File: src/rtl/scan_link_arbiter.sv
// scan_link_arbiter: round-robin arbiter that shares one serial link between two scanners,
// forwarding the owner's serial clock/data and flagging completion, drop or timeout.
module scan_link_arbiter #(
  parameter int N_BITS  = 8,
  parameter int TIMEOUT = 32
) (
  input  logic       clk,
  input  logic       rst,
  input  logic [1:0] req,
  input  logic [1:0] ser_clk_in,
  input  logic [1:0] ser_data_in,
  output logic [1:0] gnt,
  output logic       link_clk,
  output logic       link_data,
  output logic       link_busy,
  output logic       xfer_done,
  output logic       xfer_err,
  output logic [1:0] ps
);
  localparam int BW = $clog2(N_BITS + 1);
  localparam int IW = $clog2(TIMEOUT + 1);
  typedef enum logic [1:0] {IDLE = 2'b00, GRANT = 2'b01, XFER = 2'b10, RELEASE = 2'b11} state_t;
  state_t        r_state;
  logic          r_owner;
  logic          r_last_owner;
  logic          r_prev_clk;
  logic [BW-1:0] r_bits;
  logic [IW-1:0] r_idle;
  logic [1:0]    r_gnt;
  logic          r_link_clk;
  logic          r_link_data;
  logic          r_done;
  logic          r_err;
  logic          w_src_clk;
  logic          w_src_data;
  logic          w_edge;
  logic          w_timeout;
  logic          w_full;
  logic [BW-1:0] w_bits_nx;
  logic [IW-1:0] w_idle_nx;

  assign w_src_clk  = ser_clk_in[r_owner];
  assign w_src_data = ser_data_in[r_owner];
  assign w_edge     = w_src_clk & ~r_prev_clk;
  assign w_bits_nx  = r_bits + BW'(w_edge);
  // idle counter saturates at TIMEOUT so it can never wrap back to a small value
  assign w_idle_nx  = w_edge ? '0 : (r_idle == IW'(TIMEOUT)) ? r_idle : r_idle + IW'(1);
  assign w_timeout  = w_idle_nx == IW'(TIMEOUT);
  assign w_full     = w_bits_nx == BW'(N_BITS);

  always_ff @(posedge clk or negedge rst) begin
    if (!rst) begin
      r_state      <= IDLE;
      r_owner      <= 1'b0;
      r_last_owner <= 1'b1;
      r_prev_clk   <= 1'b0;
      r_bits       <= '0;
      r_idle       <= '0;
      r_gnt        <= 2'b00;
      r_link_clk   <= 1'b0;
      r_link_data  <= 1'b0;
      r_done       <= 1'b0;
      r_err        <= 1'b0;
    end else begin
      r_done <= 1'b0;
      r_err  <= 1'b0;
      case (r_state)
        IDLE: begin
          if (|req) begin
            r_owner <= (req == 2'b11) ? ~r_last_owner : req[1];
            r_state <= GRANT;
          end
        end
        GRANT: begin
          r_gnt       <= r_owner ? 2'b10 : 2'b01;
          r_bits      <= '0;
          r_idle      <= '0;
          r_prev_clk  <= w_src_clk;
          r_link_clk  <= w_src_clk;
          r_link_data <= w_src_data;
          r_state     <= XFER;
        end
        XFER: begin
          r_link_clk  <= w_src_clk;
          r_link_data <= w_src_data;
          r_prev_clk  <= w_src_clk;
          r_bits      <= w_bits_nx;
          r_idle      <= w_idle_nx;
          // a dropped request or timeout wins over a completion in the same cycle
          if (!req[r_owner] || w_timeout) begin
            r_err   <= 1'b1;
            r_state <= RELEASE;
          end else if (w_full) begin
            r_done  <= 1'b1;
            r_state <= RELEASE;
          end
        end
        RELEASE: begin
          r_gnt        <= 2'b00;
          r_link_clk   <= 1'b0;
          r_link_data  <= 1'b0;
          r_last_owner <= r_owner;
          r_state      <= IDLE;
        end
        default: r_state <= IDLE;
      endcase
    end
  end

  assign gnt       = r_gnt;
  assign link_clk  = r_link_clk;
  assign link_data = r_link_data;
  assign link_busy = (r_state == GRANT) || (r_state == XFER);
  assign xfer_done = r_done;
  assign xfer_err  = r_err;
  assign ps        = r_state;
endmodule

File: config.mk
export PLATFORM = sky130hd
export DESIGN_NAME = scan_link_arbiter
export DESIGN_NICKNAME = d
export VERILOG_FILES = /design/src/rtl/scan_link_arbiter.sv
export SDC_FILE = /design/constraint.sdc
export NUM_CORES = 1
export LEC_CHECK = 0
export CORE_MARGIN = 5
export CORE_UTILIZATION = 56
export CTS_BUF_LIST = sky130_fd_sc_hd__clkbuf_4 sky130_fd_sc_hd__clkbuf_8
export DETAILED_ROUTE_END_ITERATION = 10
export PLACE_DENSITY = 0.8
export SKIP_LAST_GASP = 1
export SYNTH_ARGS = -nofsm -noshare
export SYNTH_HDL_FRONTEND = slang
export SYNTH_SLANG_ARGS = --single-unit
File: constraint.sdc
create_clock -name clk -period 2.6 [get_ports clk]
set_input_delay 0.78 -clock clk [delete_from_list [all_inputs] [get_ports clk]]
set_output_delay 0.78 -clock clk [all_outputs]
set_load 0.1 [all_outputs]
==> Yosys cells after proc, flatten, opt, wreduce, memory -nomap -nowiden <==
Cells that the tools add are included.
{ "totals": {"ff_bits": 21, "word_cells": 61, "output_inout_bits": 9, "input_bits": 8} }
{ "op_classes": {"reduce_logical": 11, "n_bitwise": 3, "magnitude_cmp": 1, "n_addsub": 2, "eq_ne": 9, "mux": 24} }
{ "op_table": {"columns": ["cell", "count"], "rows": [
  ["$eq 6x6->1 const B", 2],
  ["$mux 1", 12],
  ["$mux 6", 2],
  ["$pmux 6 s2", 1],
  ["$mux 2", 4],
  ["$pmux 2 s4", 1],
  ["$pmux 4 s2", 1],
  ["$add 6x1->6 const B", 1],
  ["$eq 2x2->1 const B", 3],
  ["$reduce_bool 2->1", 3],
  ["$add 4x1->4", 1],
  ["$eq 4x4->1 const B", 1],
  ["$pmux 1 s2", 2],
  ["$pmux 2 s2", 1],
  ["$reduce_and 2->1", 2],
  ["$reduce_or 2->1", 2],
  ["$ne 3x3->1 const B", 1],
  ["$eq 2x1->1 const B", 1],
  ["$logic_not 2->1", 1],
  ["$logic_or 1x1->1", 2],
  ["$lt 1x2->1 const B", 1],
  ["$ne 2x2->1 const B", 1],
  ["$not 1->1", 2],
  ["$and 1x1->1", 1],
  ["$logic_not 1->1", 1]
]} }

==> Logic depth before layout (Yosys ltp) <==
Gate-level depths: netlist (run 1).
{ "depth": {"depth_word": 8, "ltp_mapped": 11, "depth_no_buf": 10} }

==> Least setup slack after synthesis (run 1) <==
No wires, ideal clock.
{ "synth_timing": {"path_type": "register -> register", "startpoint": "register r_state[0] (netlist: ps[0])", "endpoint": "register r_state[1] (netlist: ps[1])", "t_arrival_ns": 2.884, "setup_ns": 0.082, "slack_ns": -0.366, "n_path_buf": 2, "stages_incl_launch_ff": 7, "required_time_ns": 2.518, "synth_period_minus_slack_ns": 2.966, "path_cell_list": "dfrtp_1 -> inv_1 -> ha_1 -> clkbuf_1 -> clkbuf_1 -> nand3b_1 -> o211ai_2"} }
{ "synth_via": {"elab_chain_len": 3, "elab_cells_between_ends": 8, "cone_classes": "eq/ne (5); mux (1); reduce/logical (2)"} }
{ "synth_rtl": {"columns": ["item", "line_no", "text"], "rows": [
  ["from (decl)", "23", "state_t r_state;"],
  ["from (signal assigned)", "53", "r_state <= IDLE;"],
  ["from (signal assigned)", "71", "r_state <= GRANT;"],
  ["from (signal assigned)", "81", "r_state <= XFER;"],
  ["$eq 2x2->1 / $logic_not 2->1 (equally long branches)", "67", "case (r_state)"],
  ["$ne 3x3->1 (no line) / $ne 2x2->1 (equally long branches)", null, null],
  ["$reduce_and 2->1 (no line)", null, null]
]} }
Parallel ways exist; a longest one is shown, timed or not.
A chain may end at the register's enable or synchronous reset.

==> Worst setup path in the final report (run 1) <==
{ "layout_timing": {"startpoint": "input port ser_clk_in[1]", "endpoint": "register r_state[1] (netlist: ps[1])"} }
{ "layout_via": {"elab_chain_len": 8, "elab_cells_between_ends": 12, "cone_classes": "add/sub (1); eq/ne (3); mux (5); bitwise (1); reduce/logical (2)"} }
{ "layout_rtl": {"columns": ["item", "line_no", "text"], "rows": [
  ["from (decl)", "10", "input logic [1:0] ser_clk_in,"],
  ["$mux 1 (not written as such) * (2 in a row)", "42", "assign w_src_clk = ser_clk_in[r_owner];"],
  ["$and 1x1->1 *", "44", "assign w_edge = w_src_clk & ~r_prev_clk;"],
  ["branches (longest 5 deep; another with $add 4x1->4)", null, null],
  ["to (signal assigned)", "53", null],
  ["to (signal assigned)", "71", null],
  ["to (signal assigned)", "92", "r_state <= RELEASE;"]
]} }
Every way passes the cells marked *. The select of a mux whose other input is x is not followed.

==> impl_metrics.ini, run 1 <==
[synth]
syn_nets = 158
syn_area_sq_um = 1270
synthArstFlopShare_pct = 100
syn_area_per_cell_sq_um = 9.04
yosysWarnings = 0
syn_inst = 141
ys_seq_elements = 21
seq_area_frac_synth_pct = 41.3
synth-main-ff-cell = dfrtp_1
synth_edf_count = 0
ys_types = 39

[final_layout]
final_common_cell = dfrtp_1
drive_gt1_share_pct = 23.6
final_nets = 183
diodes = 0
fin_cells = 193
area_delta_synth_final_pct = 23.2
layout_common_cells = dfrtp_1 (18), buf_4 (17), nand2_1 (16)

[detailed_routing]
drt_iter0_drc = 30
drc_errors = 0
vias = 1109
finalWirelength_um = 2720
wl_per_cell_um = 14.1
viasPerCell = 5.75
drt_pass1_iterations = 4
ant_nets = 0

[sta]
max_slew_margin_pct = 73.7
finalHoldViolations = 0
fin_setup_tns_ns = 0
final.period_utilization_pct = 97.0
fin_skew_ns = 0.00465
setup_ws_ns = 0.0773
slew_viol_final = 0
period_needed_ns = 2.52
max_freq_mhz = 396
worstMarginPinSlew_ns = 0.390
setup_violations = 0

[grt]
grt_pass1_wl_um = 4730
antenna_found_initial = 0
grt_pass1_vias = 1064
track_usage_pct = 17.7
grt_max_degree = 22
grt_overflow_total = 0

[die]
row_count = 17
core_sq_um = 2190
dieArea_sq_um = 3330
die_h_um = 57.7
start_util_pct = 58.2
fp.dieW_um = 57.7
io_pins = 17

[clock_network]
clk_latency_ns = 0.30
clockRootBuffer = clkbuf_4
clockBufferDepth = 2
path_clk_slew_ns = 0.12
cts_sinks = 21
tritoncts = yes
numCtsBuffers = 3
htreeDepth = 1

[setup_path]
worst_setup_path_end_kind = register
path_max_fanout = 3
worst-setup-path-type = primary input to register
worstPathArrival_ns = 2.75
worstPathRequired_ns = 2.83
critPathLaunchType = primary input

[power]
leakagePower_nw = 0.693
powerDensity_nw_per_um2 = 1320
irDropWorstVdd_v = 0.00103
finalPower_w = 0.00208

[min_path]
hp-class = register to register

[placement]
placed_cells = 188
port_buffers = 16
gp_congestion = 0.797
hpwl_um = 2010
dp_slack_ns = -0.360

[flow_run]
drv_cap = 0

[outcome]
status = complete, no violations
==> timing repair <==
item	CTS	global route
pin swaps	1	1
endpoints found under the hold margin	0	0
setup buffers	0	1
setup endpoints to repair	1	2
resized for setup	3	3
hold buffers	0	0
==> layer usage <==
layer  track usage [%]  share of wire, %  wire length [um]
met5                 0                 0                 0
met4              5.30               1.5                40
met3              3.12               4.2               113
met2              31.8                53              1430
met1              21.5                42              1140
==> critical path: stages <==
cell and delay [ns]:
clkdlybuf4s50_1 0.42, mux2i_1 0.21, or2_4 0.17, inv_2 0.04
ha_4 0.16, ha_4 0.16, nor3_1 0.18, a31oi_1 0.08
o31ai_1 0.21, buf_4 0.16, nand3b_1 0.09, o211ai_2 0.09
==> path summary, 6_finish.rpt <==
| check | cells past startpoint | from | slack (ns) | end |
|---|---|---|---|---|
| setup / recovery | 12 | ser_clk_in[1] | 0.08 | ps[1]$_DFFE_PN0P_ |
| hold / removal | 2 | link_clk$_DFFE_PN0P_ | 0.51 | link_clk$_DFFE_PN0P_ |
| setup reg to reg | 7 | r_idle[0]$_DFFE_PN0P_ | 0.39 | xfer_done$_DFF_PN0_ |
| hold reg to reg | 2 | link_clk$_DFFE_PN0P_ | 0.51 | link_clk$_DFFE_PN0P_ |
| max in group asynchronous | 2 | rst | 1.53 | r_last_owner$_DFFE_PN1P_ |
| min in group asynchronous | 2 | rst | 0.81 | gnt[1]$_DFFE_PN0P_ |
==> registers in the layout, summed over array words and instances (netlist names) <==
name          count
ps                2
r_owner           1
r_idle            6
gnt               2
link_data         1
link_clk          1
r_bits            4
r_last_owner      1
xfer_done         1
xfer_err          1
r_prev_clk        1
==> cell usage after synthesis (3+ instances only) <==
master    count  area (sq um)
dfrtp_1      20           500
nand2_1      16          60.1
inv_1        13          48.8
o21ai_0      13          65.1
nand3_1      10          50.1
ha_1          9           113
nor2_1        7          26.3
o31ai_1       5          37.5
clkbuf_1      4          15.0
mux2i_1       4          40.0
nor3_1        4          20.0
a21oi_1       3          15.0
==> cell type report <==
class / instances / area [sq um]
timing repair buffer: 25 / 218
multi-input combinational: 101 / 706
tap: 28 / 35.0
sequential: 21 / 529
inverter: 14 / 52.6
clock buffer: 4 / 30.0
fill: 175 / 621
==> power by group <==
group          leakage (nW)  internal, W  switching [W]
logic                 0.403     0.000448       0.000939
clock network        0.0184    0.0000701      0.0000995
registers             0.272     0.000431      0.0000883
==> cells by family (layout without fill, tap and decap cells) <==
group | Yosys count | count (layout) | share of synthesized area [%]
AOI/OAI and AO/OA | 36 | 36 | 19.7
buffers and inverters | 19 | 43 | 5.69
muxes | 5 | 5 | 4.02
DFF | 21 | 21 | 41.3
xor gates and xnor gates | 2 | 2 | 1.37
adders and majority gates | 9 | 9 | 8.83
and+or+nand+nor | 49 | 49 | 19.0
==> through the flow <==
stage               hold WS (ns)  instance area [sq um]  util [%]
floorplan                  0.469                   1280         -
global placement           0.471                   1510      68.7
detailed placement         0.485                   1510      68.7
CTS                        0.513                   1550      70.8
global route               0.535                   1570      71.7
finish                     0.508                   1570      71.7
Power figures use the tool's default switching activity.
==> inputs of run 2 (changes only) <==
--- a/config.mk
+++ b/config.mk
@@ -5,11 +5,12 @@
 export SDC_FILE = /design/constraint.sdc
 export NUM_CORES = 1
 export LEC_CHECK = 0
-export CORE_MARGIN = 5
 export CORE_UTILIZATION = 56
 export CTS_BUF_LIST = sky130_fd_sc_hd__clkbuf_4 sky130_fd_sc_hd__clkbuf_8
 export DETAILED_ROUTE_END_ITERATION = 10
+export HOLD_SLACK_MARGIN = 0.12
 export PLACE_DENSITY = 0.8
+export SETUP_SLACK_MARGIN = 0.1
 export SKIP_LAST_GASP = 1
 export SYNTH_ARGS = -nofsm -noshare
 export SYNTH_HDL_FRONTEND = slang
==> run 2 against run 1 <==
Clock skew grew 0.00081 ns; clock power shrank 5%; register-to-register slack lost 0.04 ns; critical path depth shrank 9; via count grew 2.9%; hold slack gained 0.019 ns; routed wire length grew 13%; final cell count is the same; first-iteration DRC count grew 40%; core utilization grew 6.1 points; count of clock-buffer cells in the layout shrank 1; sequential share of layout area shrank 0.40 points; critical endpoint is now link_busy.
==> impl_metrics.ini, run 2 (same netlist as run 1, synthesis figures left out) <==
[grt]
grt_pass1_wl_um = 5420
antenna_found_initial = 0
grt_pass1_vias = 1200
track_usage_pct = 29.0
grt_overflow_total = 0
grt_max_degree = 21

[detailed_routing]
wl_per_cell_um = 15.9
vias = 1141
drc_errors = 0
viasPerCell = 5.91
drt_iter0_drc = 42
drt_pass1_iterations = 4
finalWirelength_um = 3070
ant_nets = 0

[outcome]
status = complete, no violations

[clock_network]
cts_sinks = 21
cts-hold-fix-buffers = 0
htreeDepth = 1
clockBufferDepth = 2
clockRootBuffer = clkbuf_4
tritoncts = yes
numCtsBuffers = 3
path_clk_slew_ns = 0.12
clk_latency_ns = 0.31

[setup_path]
critPathLaunchType = register
reg2reg_depth = 10
cp_slowest_cell = ha_2
reg2reg_slack_ns = 0.35
worst-setup-path-type = register to output port
startpoint = ps[1]$_DFFE_PN0P_
worstPathRequired_ns = 1.82
worstPathArrival_ns = 1.64
worst_setup_path_end_kind = output port
r2r_end = ps[0]$_DFFE_PN0P_
r2r_start = r_owner$_DFFE_PN0P_
path_max_fanout = 20
path_cells = inv_1 > ha_2 > buf_12
slowest_delay_ns = 0.58
endpoint = link_busy

[final_layout]
largestRegisters = r_idle x6, r_bits x4
top_register = r_idle
fin_cells = 193
largest_reg_flops = 6
layout_common_cells = dfrtp_1 (18), buf_4 (18), nand2_1 (15)
diodes = 0
area_delta_synth_final_pct = 24.6
drive_gt1_share_pct = 25.3
final_nets = 184

[placement]
hpwl_um = 2240
placed_cells = 186
port_buffers = 16
dp_slack_ns = -0.358
gp_congestion = 0.840

[flow_run]
drv_cap = 0

[die]
die_h_um = 49.7
fp.dieW_um = 49.7
row_count = 16
core_sq_um = 2040
start_util_pct = 62.4
dieArea_sq_um = 2470
io_pins = 17

[sta]
slew_viol_final = 0
final.period_utilization_pct = 93.1
period_needed_ns = 2.42
fin_setup_tns_ns = 0
setup_ws_ns = 0.180
worstMarginPinSlew_ns = 0.479
finalHoldViolations = 0
setup_violations = 0
max_freq_mhz = 413
max_slew_margin_pct = 68.0
fin_skew_ns = 0.00546
rsz0062_at_grt = no

[min_path]
hp-class = register to register

[power]
finalPower_w = 0.00208
powerDensity_nw_per_um2 = 1310
leakagePower_nw = 0.715
irDropWorstVdd_v = 0.00113
run 2: timing repair:
action                     in CTS  in global routing
setup endpoints to repair       2                  3
setup buffers                   3                  0
resized for setup               7                  4
hold endpoints to repair        0                  0
pin swaps                       6                  5
run 2: worst min-delay path by stage:
stage / start / endpoint / depth (start not counted)
after global placement: link_clk$_DFFE_PN0P_ / link_clk$_DFFE_PN0P_ / 2
after CTS: link_clk$_DFFE_PN0P_ / link_clk$_DFFE_PN0P_ / 2
after global routing: link_clk$_DFFE_PN0P_ / link_clk$_DFFE_PN0P_ / 2
after detailed placement: link_clk$_DFFE_PN0P_ / link_clk$_DFFE_PN0P_ / 2
final: link_clk$_DFFE_PN0P_ / link_clk$_DFFE_PN0P_ / 2
after floorplan: r_idle[4]$_DFFE_PN0P_ / r_idle[4]$_DFFE_PN0P_ / 1
run 2: final cells by class:
type                       instances  area (sq um)
timing repair buffer              26           230
fill                             142           453
inverter                          14          55.1
clock buffer                       3          22.5
sequential                        21           529
clock inverter                     1          5.00
multi-input combinational        101           713
tap                               27          33.8
run 2: worst max-delay path, delay by kind of cell, from the launching register on:
family | cells | cell delay (ns)
adder cells (fa/ha/maj) | 1 | 0.58
buffers and inverters | 2 | 0.32
flip-flops | 1 | 0.43
run 2: through the flow:
step           util [%]  hold slack [ns]  cell area, sq um
3_3_place_gp       73.3            0.470              1500
5_1_grt            77.8            0.554              1590
4_1_cts            77.3            0.534              1580
3_5_place_dp       73.3            0.505              1500
6_report           77.8            0.527              1590
2_1_floorplan         -            0.469              1280
run 2: metal layers:
layer	vias up	wire, um	track usage, %
met2	53	1570	53.2
li1	543	-	-
met3	15	189	3.40
met4	0	96	10.0
met5	-	0	0
met1	530	1220	34.5
run 2: power by group:
group          switching (W)  internal [W]  total [W]
sequential          0.000107      0.000430   0.000537
clock               0.000103     0.0000574   0.000161
combinational       0.000946      0.000440    0.00139
